--- src/rtl/cpu_pkg.sv ---
// Shared CPU constants: datapath width, register-address width and the zero-register index.
package cpu_pkg;
  localparam int WIDTH      = 64;
  localparam int REG_ADDR_W = 5;
  localparam logic [REG_ADDR_W-1:0] XZR = 5'd31;
endpackage

--- src/rtl/decoder5_32.sv ---
// 5-bit address to 32-bit one-hot decoder with a global enable.
module decoder5_32 (
  input  logic [4:0]  addr,
  input  logic        en,
  output logic [31:0] onehot
);
  for (genvar gi = 0; gi < 32; gi++) begin : g_dec
    assign onehot[gi] = en && (addr == 5'(gi));
  end
endmodule

--- src/rtl/regfile_32x64.sv ---
// 32x64 architectural register file: two combinational read ports, one synchronous
// write port, X31 hard-wired to zero, and a same-cycle write-to-read bypass.
module regfile_32x64 #(
  parameter int WIDTH = cpu_pkg::WIDTH,
  parameter int NREGS = 32
) (
  input  logic             clk,
  input  logic             reset,
  input  logic [4:0]       ReadRegister1,
  input  logic [4:0]       ReadRegister2,
  input  logic [4:0]       WriteRegister,
  input  logic [WIDTH-1:0] WriteData,
  input  logic             RegWrite,
  output logic [WIDTH-1:0] ReadData1,
  output logic [WIDTH-1:0] ReadData2
);
  import cpu_pkg::*;

  logic [WIDTH-1:0] regs_reg [NREGS-1];
  logic [WIDTH-1:0] leaf [NREGS];
  logic [NREGS-1:0] wr_onehot;
  logic             wr_en;
  logic [WIDTH-1:0] tree1;
  logic [WIDTH-1:0] tree2;

  // Writes to XZR never reach the decoder, so wr_onehot[31] is always 0.
  assign wr_en = RegWrite && !reset && (WriteRegister != XZR);

  decoder5_32 u_dec (
    .addr   (WriteRegister),
    .en     (wr_en),
    .onehot (wr_onehot)
  );

  always_ff @(posedge clk) begin
    if (reset) begin
      for (int i = 0; i < NREGS - 1; i++) regs_reg[i] <= '0;
    end else begin
      for (int i = 0; i < NREGS - 1; i++) begin
        if (wr_onehot[i]) regs_reg[i] <= WriteData;
      end
    end
  end

  for (genvar gi = 0; gi < NREGS - 1; gi++) begin : g_leaf
    assign leaf[gi] = regs_reg[gi];
  end
  assign leaf[NREGS-1] = '0;

  // Binary 2:1 mux tree, least-significant select bit at the leaves.
  function automatic logic [WIDTH-1:0] mux_tree(input logic [WIDTH-1:0] lv [NREGS],
                                                input logic [4:0] sel);
    logic [WIDTH-1:0] stage [NREGS];
    stage = lv;
    for (int l = 0; l < REG_ADDR_W; l++) begin
      for (int k = 0; k < (NREGS >> (l + 1)); k++) begin
        stage[k] = sel[l] ? stage[2*k+1] : stage[2*k];
      end
    end
    return stage[0];
  endfunction

  assign tree1 = mux_tree(leaf, ReadRegister1);
  assign tree2 = mux_tree(leaf, ReadRegister2);

  // The enabled write line for the read address doubles as the bypass select.
  assign ReadData1 = wr_onehot[ReadRegister1] ? WriteData : tree1;
  assign ReadData2 = wr_onehot[ReadRegister2] ? WriteData : tree2;
endmodule

--- config.mk ---
export PLATFORM = sky130hd
export DESIGN_NAME = regfile_32x64
export DESIGN_NICKNAME = d
export VERILOG_FILES = /design/src/rtl/cpu_pkg.sv /design/src/rtl/decoder5_32.sv /design/src/rtl/regfile_32x64.sv
export SDC_FILE = /design/constraint.sdc
export NUM_CORES = 2
export LEC_CHECK = 0
export ABC_AREA = 1
export CELL_PAD_IN_SITES_DETAIL_PLACEMENT = 0
export CELL_PAD_IN_SITES_GLOBAL_PLACEMENT = 1
export CORE_ASPECT_RATIO = 0.6
export CORE_MARGIN = 3
export CORE_UTILIZATION = 35
export DETAILED_ROUTE_END_ITERATION = 10
export MAX_ROUTING_LAYER = met4
export PLACE_DENSITY = 0.67
export SYNTH_ARGS = -nofsm -noshare
export SYNTH_HDL_FRONTEND = slang
export SYNTH_SLANG_ARGS = --single-unit
--- constraint.sdc ---
create_clock -name clk -period 7.7 [get_ports clk]
set_input_delay 0.77 -clock clk [delete_from_list [all_inputs] [get_ports clk]]
set_output_delay 0.77 -clock clk [all_outputs]
set_load 0.03 [all_outputs]
==> impl_metrics.env <==
export IMPL_crit_end_element="output port"
export IMPL_h_tree_depth=4
export IMPL_synthFlopType="edfxtp_1"
export IMPL_postSynthRegisterBits=1984
export IMPL_seq_area_frac_synth=0.584
export IMPL_cts_sink_count=1984
export IMPL_cts_buffer_depth=4
export IMPL_grt_start_max_net_pins=176
export IMPL_finalHoldViolCount=0
export IMPL_largest_register_ffs=1984
export IMPL_outcome="completed"
export IMPL_power_frac_comb=0.154
export IMPL_drv_max_cap_violation_count=0
export IMPL_grt_first_pass_wirelength_mm=672
export IMPL_yosysWarningCount=0
export IMPL_critPathArrivalTime_ns=5.82
export IMPL_synth_most_common_cell="nand2_1"
export IMPL_detail_route_wirelength_mm=485
export IMPL_netSwitchingFraction=0.296
export IMPL_maxSlewHeadroom=0.113
export IMPL_clock_fmax_mhz=152
export IMPL_timing_setup_tns_ns=0
export IMPL_synthAdderAreaFrac=0
export IMPL_hold_path_cell_count=4
export IMPL_finalSetupViolCount=0
export IMPL_firstDrtPassIters=10
export IMPL_dr_total_vias=92961
export IMPL_die_extent_in_x_um=703
export IMPL_combinational_family_with_the_most_area_after_synthesis="simple AND/OR/NAND/NOR gates"
export IMPL_total_leakage_power_nw=41.1
export IMPL_vias_in_the_first_global_route=87408
export IMPL_fill_cells=28139
export IMPL_cts_buffers=196
export IMPL_tritoncts_clock_tree="built"
export IMPL_worstHoldStart="WriteData[61]"
export IMPL_power_switching_mw=7.85
export IMPL_dr_first_iter_drc_count=16168
export IMPL_synth_cells=11180
export IMPL_routed_wire_length_per_instance_um=32.7
export IMPL_synth_top_area_share=0.584
export IMPL_time_the_worst_path_needs_with_i_o_delays_and_setup_ns=6.59
export IMPL_dpl_cell_area_um2=107000
export IMPL_rsz_0062_raised_after_global_routing="false"
export IMPL_report_final_slew_viol_count=0
export IMPL_category_of_the_most_critical_setup_path="input port to output port"
export IMPL_ys_top_cells_by_area="edfxtp_1, nand2_1, nor2_1"
export IMPL_routed_via_density=6.28
export IMPL_worst_endpoint_required_ns=6.93
export IMPL_synth_edf_count=1984
export IMPL_post_synth_cell_area_avg_um2=9.13
export IMPL_synth_simple_area_share=0.221
export IMPL_synthDominantAreaCellType="edfxtp_1"
export IMPL_start_util=0.354
export IMPL_internal_power_mw=18.6
export IMPL_core_region_area_um2=288000
export IMPL_cts_root_buffer="clkbuf_16"
export IMPL_proportion_of_register_bits_with_asynchronous_set_or_reset_after_synthesis=0
export IMPL_seq_power_share=0.489
export IMPL_startpoint_type="input port"
export IMPL_postCtsSetupBuffers=0
export IMPL_tightestPinTransition_ns=1.33
export IMPL_synth_xor_area_share=0
export IMPL_cts_reportedPaths_clkPinSlew_ns=0.07
export IMPL_power_density_nw_per_um2=235
export IMPL_drt_drc_violations_left=0
export IMPL_drtAntennaViolNets=0
export IMPL_crit_path_max_fanout=43
export IMPL_commonest_cells_in_the_synthesized_netlist="nand2_1, edfxtp_1, nor2_1"
export IMPL_gp_congestion=0.875
export IMPL_die_height_um=424
export IMPL_cts_repair_resized=0
export IMPL_placement_io_buffers=209
export IMPL_min_to="regs_reg[0][701]"
export IMPL_worst_hold_path_type="input port to flip-flop"
export IMPL_detailed_place_hpwl_mm=252
export IMPL_floorplan_io_pins=210
export IMPL_antenna_violations_before_repair=13
export IMPL_yosys_mux_area_fraction=0
export IMPL_placement_rows=152
export IMPL_cts_hold_buffers_added=0
export IMPL_timing_final_crit_share=0.856
export IMPL_utilization=0.392
export IMPL_die_area_um2=298000
export IMPL_power_frac_clock=0.357
export IMPL_synth_net_count=11262
export IMPL_total_routing_resource_utilization_after_global_routing=0.324
export IMPL_synth_compound_area_frac=0.130
export IMPL_finalInstanceArea_um2=113000
export IMPL_vdd_ir_drop_worst_mv=0.190
export IMPL_global_route_overflow_total=0
export IMPL_post_synth_instance_area_um2=102000
export IMPL_area_growth_pct=10.6
export IMPL_final_net_count=10887
export IMPL_post_route_cells_drive_above_1_share=0.0609
export IMPL_post_synth_num_cell_types=29
==> critical path, cell delays in order <==
cell,delay [ns]
clkdlybuf4s50_1,0.58
nand2_2,0.11
nor2_4,0.86
nand2_4,0.86
nand2_1,0.25
nand3_1,0.11
nand2_1,0.10
nand3_1,0.11
nand3_4,0.37
buf_4,0.64
nand3_1,0.15
nand2_1,0.11
clkdlybuf4s50_1,0.68
==> how the worst max path moves through the flow <==
stage	start	endpoint	cells after the start
final	RegWrite	ReadData1[19]	13
after global routing	RegWrite	ReadData1[27]	13
after CTS	RegWrite	ReadData1[19]	13
after detailed placement	RegWrite	ReadData1[19]	13
after global placement	RegWrite	ReadData1[19]	13
after floorplan	reset	regs_reg[1][448]	3
==> per-layer routing <==
metal	routed length [µm]	GRT usage
met3	69800	0.0844
met4	25800	0.145
met1	191000	0.441
met5	0	-
met2	198000	0.450
==> power groups by stage <==
stage               sequential (mW)  combinational [mW]  clock (mW)
floorplan                      13.1                2.20           0
global placement               13.1                3.90           0
CTS                            12.9                3.94        9.48
global route                   13.0                4.24        9.94
finish                         12.9                4.07        9.47
detailed placement             13.2                3.92           0
==> metrics by stage <==
stage	total power [mW]	hold slack [ns]	std cells	setup WS, ns
after floorplan	15.3	1.11	11180	1.38
after global placement	17.0	1.73	14457	1.19
after detailed placement	17.1	1.73	14457	1.26
after CTS	26.4	0.868	14798	1.25
after global routing	27.2	0.916	14806	0.969
final	26.5	0.926	14807	1.11
==> final cells by class <==
class,count,area [µm²],share of cell area
Inverter,643,2510,0.0222
Timing Repair Buffer,425,3860,0.0342
Tap cell,3850,4820,0.0427
Multi-Input combinational cell,7555,36300,0.321
Clock buffer,241,5140,0.0455
Antenna cell,9,22.5,0.000199
Clock inverter,100,709,0.00628
Sequential cell,1984,59600,0.528
==> cells by family after synthesis <==
logic type | count (synthesis)
AND/OR/NAND/NOR | 5314
buffers and inverters | 1641
flip-flops | 1984
AO/OA/AOI/OAI | 2241
==> cell usage in the layout (no fill, tap or decap), types with 2 or more instances in the layout <==
| master | count |
|---|---|
| nand2_8 | 4 |
| nand2_2 | 3 |
| o211ai_1 | 374 |
| and2_1 | 8 |
| a21oi_1 | 616 |
| o221ai_1 | 24 |
| clkbuf_16 | 199 |
| clkinv_1 | 107 |
| inv_2 | 2 |
| nor2_4 | 2 |
| buf_4 | 292 |
| edfxtp_1 | 1984 |
| o22ai_1 | 32 |
| nand2_4 | 47 |
| o21ai_1 | 19 |
| nand2_1 | 2364 |
| bufinv_16 | 10 |
| nor2_2 | 3 |
| diode_2 | 9 |
| and2_0 | 39 |
| nand3_1 | 791 |
| clkdlybuf4s50_1 | 95 |
| inv_4 | 2 |
| clkinvlp_4 | 2 |
| buf_8 | 8 |
| clkinv_2 | 43 |
| nor2_1 | 1484 |
| clkbuf_1 | 42 |
| o21ai_0 | 863 |
| inv_6 | 2 |
| inv_8 | 10 |
| inv_1 | 564 |
| o2111ai_1 | 148 |
| nand3_4 | 5 |
| buf_12 | 30 |
| a22oi_1 | 163 |
| nand4_1 | 564 |
(Power assumes the default switching activity.)
